$ cat src/rtl/fb_pkg.sv
// ============================================================
// fb_pkg: shared frame-buffer types and geometry defaults
// Rev 1.0
// ============================================================
`default_nettype none

package fb_pkg;

  typedef logic [2:0][7:0] color;

  localparam int H_ACTIVE_DEF = 640;
  localparam int V_ACTIVE_DEF = 480;
  localparam int FB_ADDR_W    = 19;

  typedef enum logic [0:0] {
    ST_FETCH = 1'b0,
    ST_DONE  = 1'b1
  } fetch_state_t;

  // Linear address of the last visible pixel of an h x v image.
  function automatic logic [FB_ADDR_W-1:0] last_pixel_addr(input int h, input int v);
    return FB_ADDR_W'(h * v - 1);
  endfunction

endpackage

`default_nettype wire

$ cat src/rtl/fb_scanout_reader_pixel_fifo.sv
// ============================================================
// pixel_fifo: synchronous prefetch FIFO with registered head
// Rev 1.0
// ============================================================
`default_nettype none

module pixel_fifo
  import fb_pkg::*;
#(
  parameter int DEPTH = 8,
  parameter int WIDTH = 24
) (
  input  logic                       i_clk,
  input  logic                       i_rst,
  input  logic                       i_push,
  input  logic                       i_pop,
  input  logic                       i_flush,
  input  logic [WIDTH-1:0]           i_data,
  output logic [WIDTH-1:0]           o_head,
  output logic [$clog2(DEPTH):0]     o_count,
  output logic                       o_empty,
  output logic                       o_full
);

  localparam int AW = $clog2(DEPTH);
  localparam logic [AW:0] FULL_CNT = (AW+1)'(DEPTH);

  logic [WIDTH-1:0] r_mem [DEPTH];
  logic [AW-1:0]    r_wr_ptr;
  logic [AW-1:0]    r_rd_ptr;
  logic [AW:0]      r_count;
  logic [WIDTH-1:0] r_head;

  logic             w_do_push;
  logic             w_do_pop;
  logic [AW-1:0]    w_rd_ptr_next;
  logic [WIDTH-1:0] w_head_next;

  assign o_empty   = (r_count == '0);
  assign o_full    = (r_count == FULL_CNT);
  assign o_count   = r_count;
  assign o_head    = r_head;
  assign w_do_push = i_push && !i_flush;
  assign w_do_pop  = i_pop && !o_empty && !i_flush;

  // The head register looks one entry ahead; a push landing in the slot
  // that becomes the head must be forwarded from the write data.
  always_comb begin
    w_rd_ptr_next = w_do_pop ? r_rd_ptr + 1'b1 : r_rd_ptr;
    if (w_do_push && (r_wr_ptr == w_rd_ptr_next)) begin
      w_head_next = i_data;
    end else begin
      w_head_next = r_mem[w_rd_ptr_next];
    end
  end

  always_ff @(posedge i_clk or posedge i_rst) begin
    if (i_rst) begin
      r_wr_ptr <= '0;
      r_rd_ptr <= '0;
      r_count  <= '0;
      r_head   <= '0;
    end else if (i_flush) begin
      r_wr_ptr <= '0;
      r_rd_ptr <= '0;
      r_count  <= '0;
    end else begin
      if (w_do_push) begin
        r_wr_ptr <= r_wr_ptr + 1'b1;
      end
      if (w_do_pop) begin
        r_rd_ptr <= r_rd_ptr + 1'b1;
      end
      case ({w_do_push, w_do_pop})
        2'b10:   r_count <= r_count + 1'b1;
        2'b01:   r_count <= r_count - 1'b1;
        default: r_count <= r_count;
      endcase
      r_head <= w_head_next;
    end
  end

  always_ff @(posedge i_clk) begin
    if (w_do_push) begin
      r_mem[r_wr_ptr] <= i_data;
    end
  end

endmodule

`default_nettype wire

$ cat src/rtl/fb_scanout_reader.sv
// ============================================================
// fb_scanout_reader: raster-order frame-buffer prefetch engine
// Rev 1.0
// ============================================================
`default_nettype none

module fb_scanout_reader
  import fb_pkg::*;
#(
  parameter int H_ACTIVE   = H_ACTIVE_DEF,
  parameter int V_ACTIVE   = V_ACTIVE_DEF,
  parameter int RD_LAT     = 2,
  parameter int FIFO_DEPTH = 8
) (
  input  logic        Clk,
  input  logic        Reset,
  input  logic        pix_en,
  input  logic [9:0]  DrawX,
  input  logic [9:0]  DrawY,
  output logic        mem_rd,
  output logic [18:0] mem_addr,
  input  logic [23:0] mem_rdata,
  output logic [23:0] ReadColor,
  output logic        underflow,
  output logic        frame_start
);

  localparam int CW = $clog2(FIFO_DEPTH) + 1;
  localparam int TW = $clog2(FIFO_DEPTH + RD_LAT + 1) + 1;
  localparam logic [FB_ADDR_W-1:0] LAST_ADDR = last_pixel_addr(H_ACTIVE, V_ACTIVE);

  fetch_state_t         r_state;
  fetch_state_t         w_state_next;
  logic                 r_mem_rd;
  logic                 w_rd_next;
  logic [FB_ADDR_W-1:0] r_addr;
  logic [FB_ADDR_W-1:0] w_addr_next;
  logic [RD_LAT-1:0]    r_vld;
  logic [RD_LAT-1:0]    w_vld_next;
  logic [TW-1:0]        w_inflight;
  logic [TW-1:0]        w_total_next;

  logic                 w_active;
  logic                 w_flush;
  logic                 w_pop;
  logic                 w_push;
  color                 w_head;
  logic [CW-1:0]        w_count;
  logic                 w_empty;
  logic                 w_full;

  color                 r_color;
  logic                 r_underflow;
  logic                 r_frame_start;

  assign w_active = (DrawX < 10'(H_ACTIVE)) && (DrawY < 10'(V_ACTIVE));
  assign w_flush  = pix_en && (DrawX == 10'd0) && (DrawY == 10'(V_ACTIVE));
  assign w_pop    = pix_en && w_active && !w_empty;
  assign w_push   = r_vld[RD_LAT-1];

  assign mem_rd      = r_mem_rd;
  assign mem_addr    = r_addr;
  assign ReadColor   = r_color;
  assign underflow   = r_underflow;
  assign frame_start = r_frame_start;

  pixel_fifo #(
    .DEPTH (FIFO_DEPTH),
    .WIDTH (24)
  ) u_fifo (
    .i_clk   (Clk),
    .i_rst   (Reset),
    .i_push  (w_push),
    .i_pop   (w_pop),
    .i_flush (w_flush),
    .i_data  (mem_rdata),
    .o_head  (w_head),
    .o_count (w_count),
    .o_empty (w_empty),
    .o_full  (w_full)
  );

  always_comb begin
    w_inflight = '0;
    for (int i = 0; i < RD_LAT; i++) begin
      w_inflight = w_inflight + TW'(r_vld[i]);
    end
  end

  // Occupancy the next cycle will see: the read being issued now joins the
  // in-flight set, a push just moves an entry from in-flight to stored.
  assign w_total_next = TW'(w_count) + w_inflight + TW'(r_mem_rd) - TW'(w_pop);
  assign w_vld_next   = w_flush ? '0 : ((r_vld << 1) | RD_LAT'(r_mem_rd));

  always_comb begin
    w_state_next = r_state;
    w_addr_next  = r_addr;
    w_rd_next    = 1'b0;
    if (w_flush) begin
      w_state_next = ST_FETCH;
      w_addr_next  = '0;
      w_rd_next    = 1'b1;
    end else begin
      if (r_mem_rd) begin
        if (r_addr == LAST_ADDR) begin
          w_state_next = ST_DONE;
        end else begin
          w_addr_next = r_addr + 1'b1;
        end
      end
      w_rd_next = (w_state_next == ST_FETCH) && (w_total_next < TW'(FIFO_DEPTH));
    end
  end

  always_ff @(posedge Clk or posedge Reset) begin
    if (Reset) begin
      r_state  <= ST_FETCH;
      r_mem_rd <= 1'b0;
      r_addr   <= '0;
      r_vld    <= '0;
    end else begin
      r_state  <= w_state_next;
      r_mem_rd <= w_rd_next;
      r_addr   <= w_addr_next;
      r_vld    <= w_vld_next;
      assert (!(w_push && w_full && !w_flush));
    end
  end

  // Display side: no bypass from a same-cycle push, so an empty FIFO at a
  // visible pixel is always reported as underflow.
  always_ff @(posedge Clk or posedge Reset) begin
    if (Reset) begin
      r_color       <= '0;
      r_underflow   <= 1'b0;
      r_frame_start <= 1'b0;
    end else begin
      r_frame_start <= w_flush;
      if (pix_en) begin
        if (w_active && !w_empty) begin
          r_color <= w_head;
        end else begin
          r_color <= '0;
        end
        if (w_active && w_empty) begin
          r_underflow <= 1'b1;
        end
      end
    end
  end

endmodule

`default_nettype wire

$ cat config.mk
export PLATFORM = sky130hd
export DESIGN_NAME = fb_scanout_reader
export DESIGN_NICKNAME = d
export VERILOG_FILES = /design/src/rtl/fb_pkg.sv /design/src/rtl/fb_scanout_reader_pixel_fifo.sv /design/src/rtl/fb_scanout_reader.sv
export SDC_FILE = /design/constraint.sdc
export NUM_CORES = 1
export LEC_CHECK = 0
export ABC_CLOCK_PERIOD_IN_PS = 4050
export CORE_UTILIZATION = 35
export DETAILED_ROUTE_END_ITERATION = 12
export DONT_BUFFER_PORTS = 1
export PLACE_DENSITY = 0.49
export SYNTH_ARGS = -nofsm -noshare
export SYNTH_HDL_FRONTEND = slang
export SYNTH_HIERARCHICAL = 1
export SYNTH_SLANG_ARGS = --single-unit
$ cat constraint.sdc
create_clock -name Clk -period 4.05 [get_ports Clk]
set_clock_uncertainty 0.15 [all_clocks]
set_input_delay 0.81 -clock Clk [delete_from_list [all_inputs] [get_ports Clk]]
set_output_delay 0.81 -clock Clk [all_outputs]
set_load 0.05 [all_outputs]
## After elaboration in Yosys (flattened, before gate mapping)

Memories as Yosys holds them, arrays and structs flattened. A register that Yosys moved wholly into a read port is not among the register bits.
Cells that the tools add are included.

- Bits in registers: 59
- Memory bits (writable): 192
- Input bits: 47
- Output and inout port bits: 46
- Logic and storage cells: 71
- Memories kept: 1

Memories:

| memory | words | width | read ports | clocked after memory_dff | wr ports | RTL line | RTL |
|---|---|---|---|---|---|---|---|
| u_fifo.r_mem | 8 | 24 | 1 | 1 | 1 | fb_scanout_reader_pixel_fifo.sv:28 | `logic [WIDTH-1:0] r_mem [DEPTH];` |

- Add/sub/neg operators: 9
- Order comparisons: 3
- Equality and inequality tests: 5
- Muxes and demuxes: 18
- Bitwise operators: 2
- Reductions and logical operators: 21

Operator list:

| operator | number |
|---|---|
| $mux W19 | 3 |
| $mux W24 | 1 |
| $add A19 B1 Y19 const B | 1 |
| $eq A19 B19 Y1 const B | 1 |
| $mux W3 | 4 |
| $logic_and A1 B1 Y1 | 11 |
| $eq A10 B9 Y1 const B | 1 |
| $logic_not A10 Y1 | 1 |
| $lt A10 B10 Y1 const B | 1 |
| $lt A10 B9 Y1 const B | 1 |
| $pmux W4 S2 | 1 |
| $mux W1 | 7 |
| $add A3 B1 Y3 const B | 2 |
| $add A4 B2 Y5 | 1 |
| $add A5 B1 Y5 | 1 |
| $lt A5 B4 Y1 const B | 1 |
| $sub A5 B1 Y5 | 1 |
| $add A4 B1 Y4 const B | 1 |
| $logic_not A4 Y1 | 1 |
| $mux W4 | 1 |
| $reduce_and A2 Y1 | 2 |
| $reduce_bool A2 Y1 | 2 |
| $sub A4 B1 Y4 const B | 1 |
| $logic_not A1 Y1 | 3 |
| other kinds (8) | 8 |

## Logic depth before layout (Yosys ltp)

- Depth after elaboration: 9
- Mapped depth: 13
- Mapped depth without buffers: 12

## Modules after synthesis

The synthesis kept the hierarchy.

Modules (own cells, without submodules):

| module | instances | cells each | area each (µm²) |
|---|---|---|---|
| pixel_fifo | 1 | 736 | 11526.1 |
| fb_scanout_reader | 1 | 226 | 2434.8 |

## Worst setup path after synthesis

Ideal clock, no wire load.

- Path type: input-to-reg
- Start point: input pix_en
- End point: memory u_fifo.r_mem[0][0] (enable)
- Setup time: 0.466 ns
- Arrival: 3.862 ns
- Required time: 3.434 ns
- Slack: -0.428 ns
- Cell stages on the path: 5
- Path buffers: 1
- Cell sequence: nor4b_1 nand2_1 nor4_1 clkbuf_1 nor4_1

- Word-level cells in the longest chain between the ends: 6

Ends and longest elaborated chain:

| element | RTL line | RTL |
|---|---|---|
| from (decl) | fb_scanout_reader.sv:17 | `input logic pix_en,` |
| $logic_and A1 B1 Y1 (2 in a row) | fb_scanout_reader.sv:57 | `assign w_flush = pix_en && (DrawX == 10'd0) && (DrawY == 10'(V_ACTIVE));` |
| named net w_flush | fb_scanout_reader.sv:44 | `logic w_flush;` |
| $logic_not A1 Y1 | fb_scanout_reader_pixel_fifo.sv:43 | `assign w_do_push = i_push && !i_flush;` |
| $logic_and A1 B1 Y1 | fb_scanout_reader_pixel_fifo.sv:43 |  |
| $mux W1 | fb_scanout_reader_pixel_fifo.sv:84 | `if (w_do_push) begin` |
| $mux W1 (not written as such) | fb_scanout_reader_pixel_fifo.sv:85 | `r_mem[r_wr_ptr] <= i_data;` |
| to (decl) | fb_scanout_reader_pixel_fifo.sv:28 |  |

The timed path passes the listed nets, and every way through them passes these cells.

## Worst setup path after layout

- Start point: register u_fifo.r_count[1] (netlist: u_fifo/o_count[1])
- End point: register u_fifo.r_head[23] (netlist: u_fifo/o_head[23]) (read register of u_fifo.r_mem)

- Word-level cells in the longest chain between the ends: 6

Ends and longest elaborated chain:

| element | RTL line | RTL |
|---|---|---|
| from (decl) | fb_scanout_reader_pixel_fifo.sv:31 | `logic [AW:0] r_count;` |
| from (signal assigned) | fb_scanout_reader_pixel_fifo.sv:75 | `2'b10: r_count <= r_count + 1'b1;` |
| from (signal assigned) | fb_scanout_reader_pixel_fifo.sv:76 | `2'b01: r_count <= r_count - 1'b1;` |
| from (signal assigned) | fb_scanout_reader_pixel_fifo.sv:77 | `default: r_count <= r_count;` |
| $logic_not A4 Y1 * | fb_scanout_reader_pixel_fifo.sv:39 | `assign o_empty = (r_count == '0);` |
| named net w_empty | fb_scanout_reader.sv:49 | `logic w_empty;` |
| $logic_not A1 Y1 * | fb_scanout_reader_pixel_fifo.sv:44, fb_scanout_reader.sv:58 |  |
| $logic_and A1 B1 Y1 | fb_scanout_reader.sv:58 | `assign w_pop = pix_en && w_active && !w_empty;` |
| $logic_and A1 B1 Y1 * (2 in a row) | fb_scanout_reader_pixel_fifo.sv:44 | `assign w_do_pop = i_pop && !o_empty && !i_flush;` |
| $mux W3 * | n/a |  |
| to (decl) | fb_scanout_reader_pixel_fifo.sv:32 | `logic [WIDTH-1:0] r_head;` |

The timed path passes the listed nets; every way through them passes the cells marked *.
A chain may end at the register's enable or synchronous reset.

==> impl_metrics.json <==
{
  "grt_pass1_wl_um": 53690,
  "status": "complete, no violations",
  "hold_violations": 0,
  "dp_hpwl_um": 20180,
  "cp-end-kind": "flip-flop",
  "route.detailed.wl_per_inst_um": 23.04,
  "diodes": 0,
  "num_vias": 8140,
  "final_cells": 1512,
  "powerDensity_mw_per_mm2": 656.9,
  "tritoncts": "done",
  "path_clk_slew_ns": 0.06,
  "yosys_warnings": 6,
  "avgSynthCellArea_um2": 14.52,
  "worstSkewPairLatency_ns": 0.52,
  "path_cells": "nor4_4, nor2_4, buf_4, o41a_2, xnor2_1, nor4_4, a21o_2, o221a_1",
  "drv_slew": 0,
  "path_max_fanout": 29,
  "max_slew_margin_pct": 20.89,
  "fmax_ghz": 0.2870,
  "via_per_inst": 5.384,
  "cts_root_buffer": "clkbuf_16",
  "clock_sinks": 275,
  "numCtsBuffers": 35,
  "drv_cap": 0,
  "fin_crit_sh_pct": 86.04,
  "cts_max_level": 2,
  "die-area_mm2": 0.04066,
  "ir_worst_vdd_uv": 816.2,
  "grt_pass1_vias": 8492,
  "p_total_w": 0.01044,
  "holdWs_ns": 0.06929,
  "coreArea_mm2": 0.03901,
  "holdBufCountCts": 0,
  "chipWidth_um": 201.7,
  "critPathKind": "reg -> reg",
  "first_pass_iters": 4,
  "cpMostUsedCell": "nor4_4",
  "fin_crit_ns": 3.484,
  "clk_path_buf_depth": 3,
  "die_h_um": 201.7,
  "grt_overflow": 0,
  "antenna_found_initial": 0,
  "grt_max_degree": 98,
  "fin_nets": 1027,
  "critical-path-top-delay-family": "compound AO/OA/AOI/OAI gates",
  "start_util_pct": 35.77,
  "leakagePower_nw": 5.886,
  "wl_um": 34840,
  "placedCellCount": 1448,
  "required_ns": 4.36,
  "rsz0062_at_grt": "no",
  "drcViolationCount": 0,
  "track_usage_pct": 17.43,
  "finalSetupViolations": 0,
  "num_rows": 72,
  "place_congestion": 0.7164,
  "synth_area_mm2": 0.01395,
  "worstPathArrival_ns": 3.79,
  "drtIter0Drc": 450,
  "synth_nets": 1021,
  "port_buffers": 0,
  "fill_cells": 3541,
  "ant_nets": 0,
  "cp_slowest_cell": "a21o_2",
  "path_buf_inv": 1,
  "crit_path_max_incr_delay_ns": 0.83,
  "postCtsSetupBuffers": 0,
  "area_growth_syn_to_layout_pct": 13.91,
  "io_pins": 93,
  "critical_path.startpoint_type": "flip-flop",
  "drive_gt1_share_pct": 23.94,
  "syn_inst": 961,
  "cts_resized": 0,
  "holdCritPathClass": "in -> async",
  "tightestPinTransition_ns": 1.185
}
==> path summary, 6_finish.rpt <==
check | slack [ns] | to | from | cells past startpoint
worst max-delay path | 0.57 | u_fifo/o_head[23] | u_fifo/o_count[1] | 8
worst min-delay path | 0.07 | ReadColor[18] | Reset | 1
worst max register to register | 0.57 | u_fifo/o_head[23] | u_fifo/o_count[1] | 8
worst min register to register | 0.34 | ReadColor[18] | u_fifo/o_head[18] | 1
max in group asynchronous | 2.79 | u_fifo/r_rd_ptr[1] | Reset | 1
min in group Clk | 0.23 | u_fifo/r_mem[7][10] | mem_rdata[10] | 0
==> layout by cell type, fill, tap and decap left out, types with 22 or more instances in the layout <==
| cell type | count |
|---|---|
| mux4_2 | 25 |
| o211ai_2 | 22 |
| dfrtp_1 | 81 |
| mux2_2 | 59 |
| nand2_1 | 40 |
| nand3_1 | 31 |
| a22o_1 | 24 |
| mux2i_1 | 211 |
| clkbuf_16 | 36 |
| edfxtp_1 | 192 |
==> routing by layer <==
metal | GRT usage (%) | vias to the layer above | share of wire [%] | routed length (um)
met5 | 0 | - | 0 | 0
li1 | - | 3765 | - | -
met3 | 3.110 | 43 | 4.7 | 1652
met4 | 4.140 | 0 | 1.5 | 510
met1 | 23.98 | 4166 | 46 | 16030
met2 | 28.49 | 166 | 48 | 16650
==> metrics by stage <==
step	utilization, %	worst slack [ns]	setup TNS, ns	cell area, um2
after CTS	40.74	0.5202	0	15890
after detailed placement	37.81	0.08843	0	14750
after global routing	40.74	0.3668	0	15890
final	40.74	0.5655	0	15890
after floorplan	-	-0.4281	-20.55	13950
after global placement	37.81	0.1231	0	14750
==> where the power goes <==
part | internal [W] | switching [W]
logic | 0.00191 | 0.00178
clock network | 0.00186 | 0.00121
registers | 0.00324 | 0.000444
total | 0.00701 | 0.00343
==> cell type report <==
type / count / area, um2 / share of cell area [%]
Sequential cell: 275 / 7848 / 49.38
Multi-Input combinational cell: 609 / 5856 / 36.84
Clock buffer: 42 / 943.4 / 5.936
Tap cell: 518 / 648.1 / 4.078
Timing Repair Buffer: 30 / 337.8 / 2.126
Clock inverter: 22 / 200.2 / 1.260
Inverter: 16 / 60.06 / 0.3779
==> flip-flops by register name (all words and copies together) (netlist names) <==
signal           count
u_fifo/r_mem       192
ReadColor           24
u_fifo/o_head       24
mem_addr            19
u_fifo/o_count       4
u_fifo/r_rd_ptr      3
u_fifo/r_wr_ptr      3
r_vld                2
frame_start          1
mem_rd               1
r_state              1
underflow            1
Note: power is estimated with default switching activity, not from simulation.
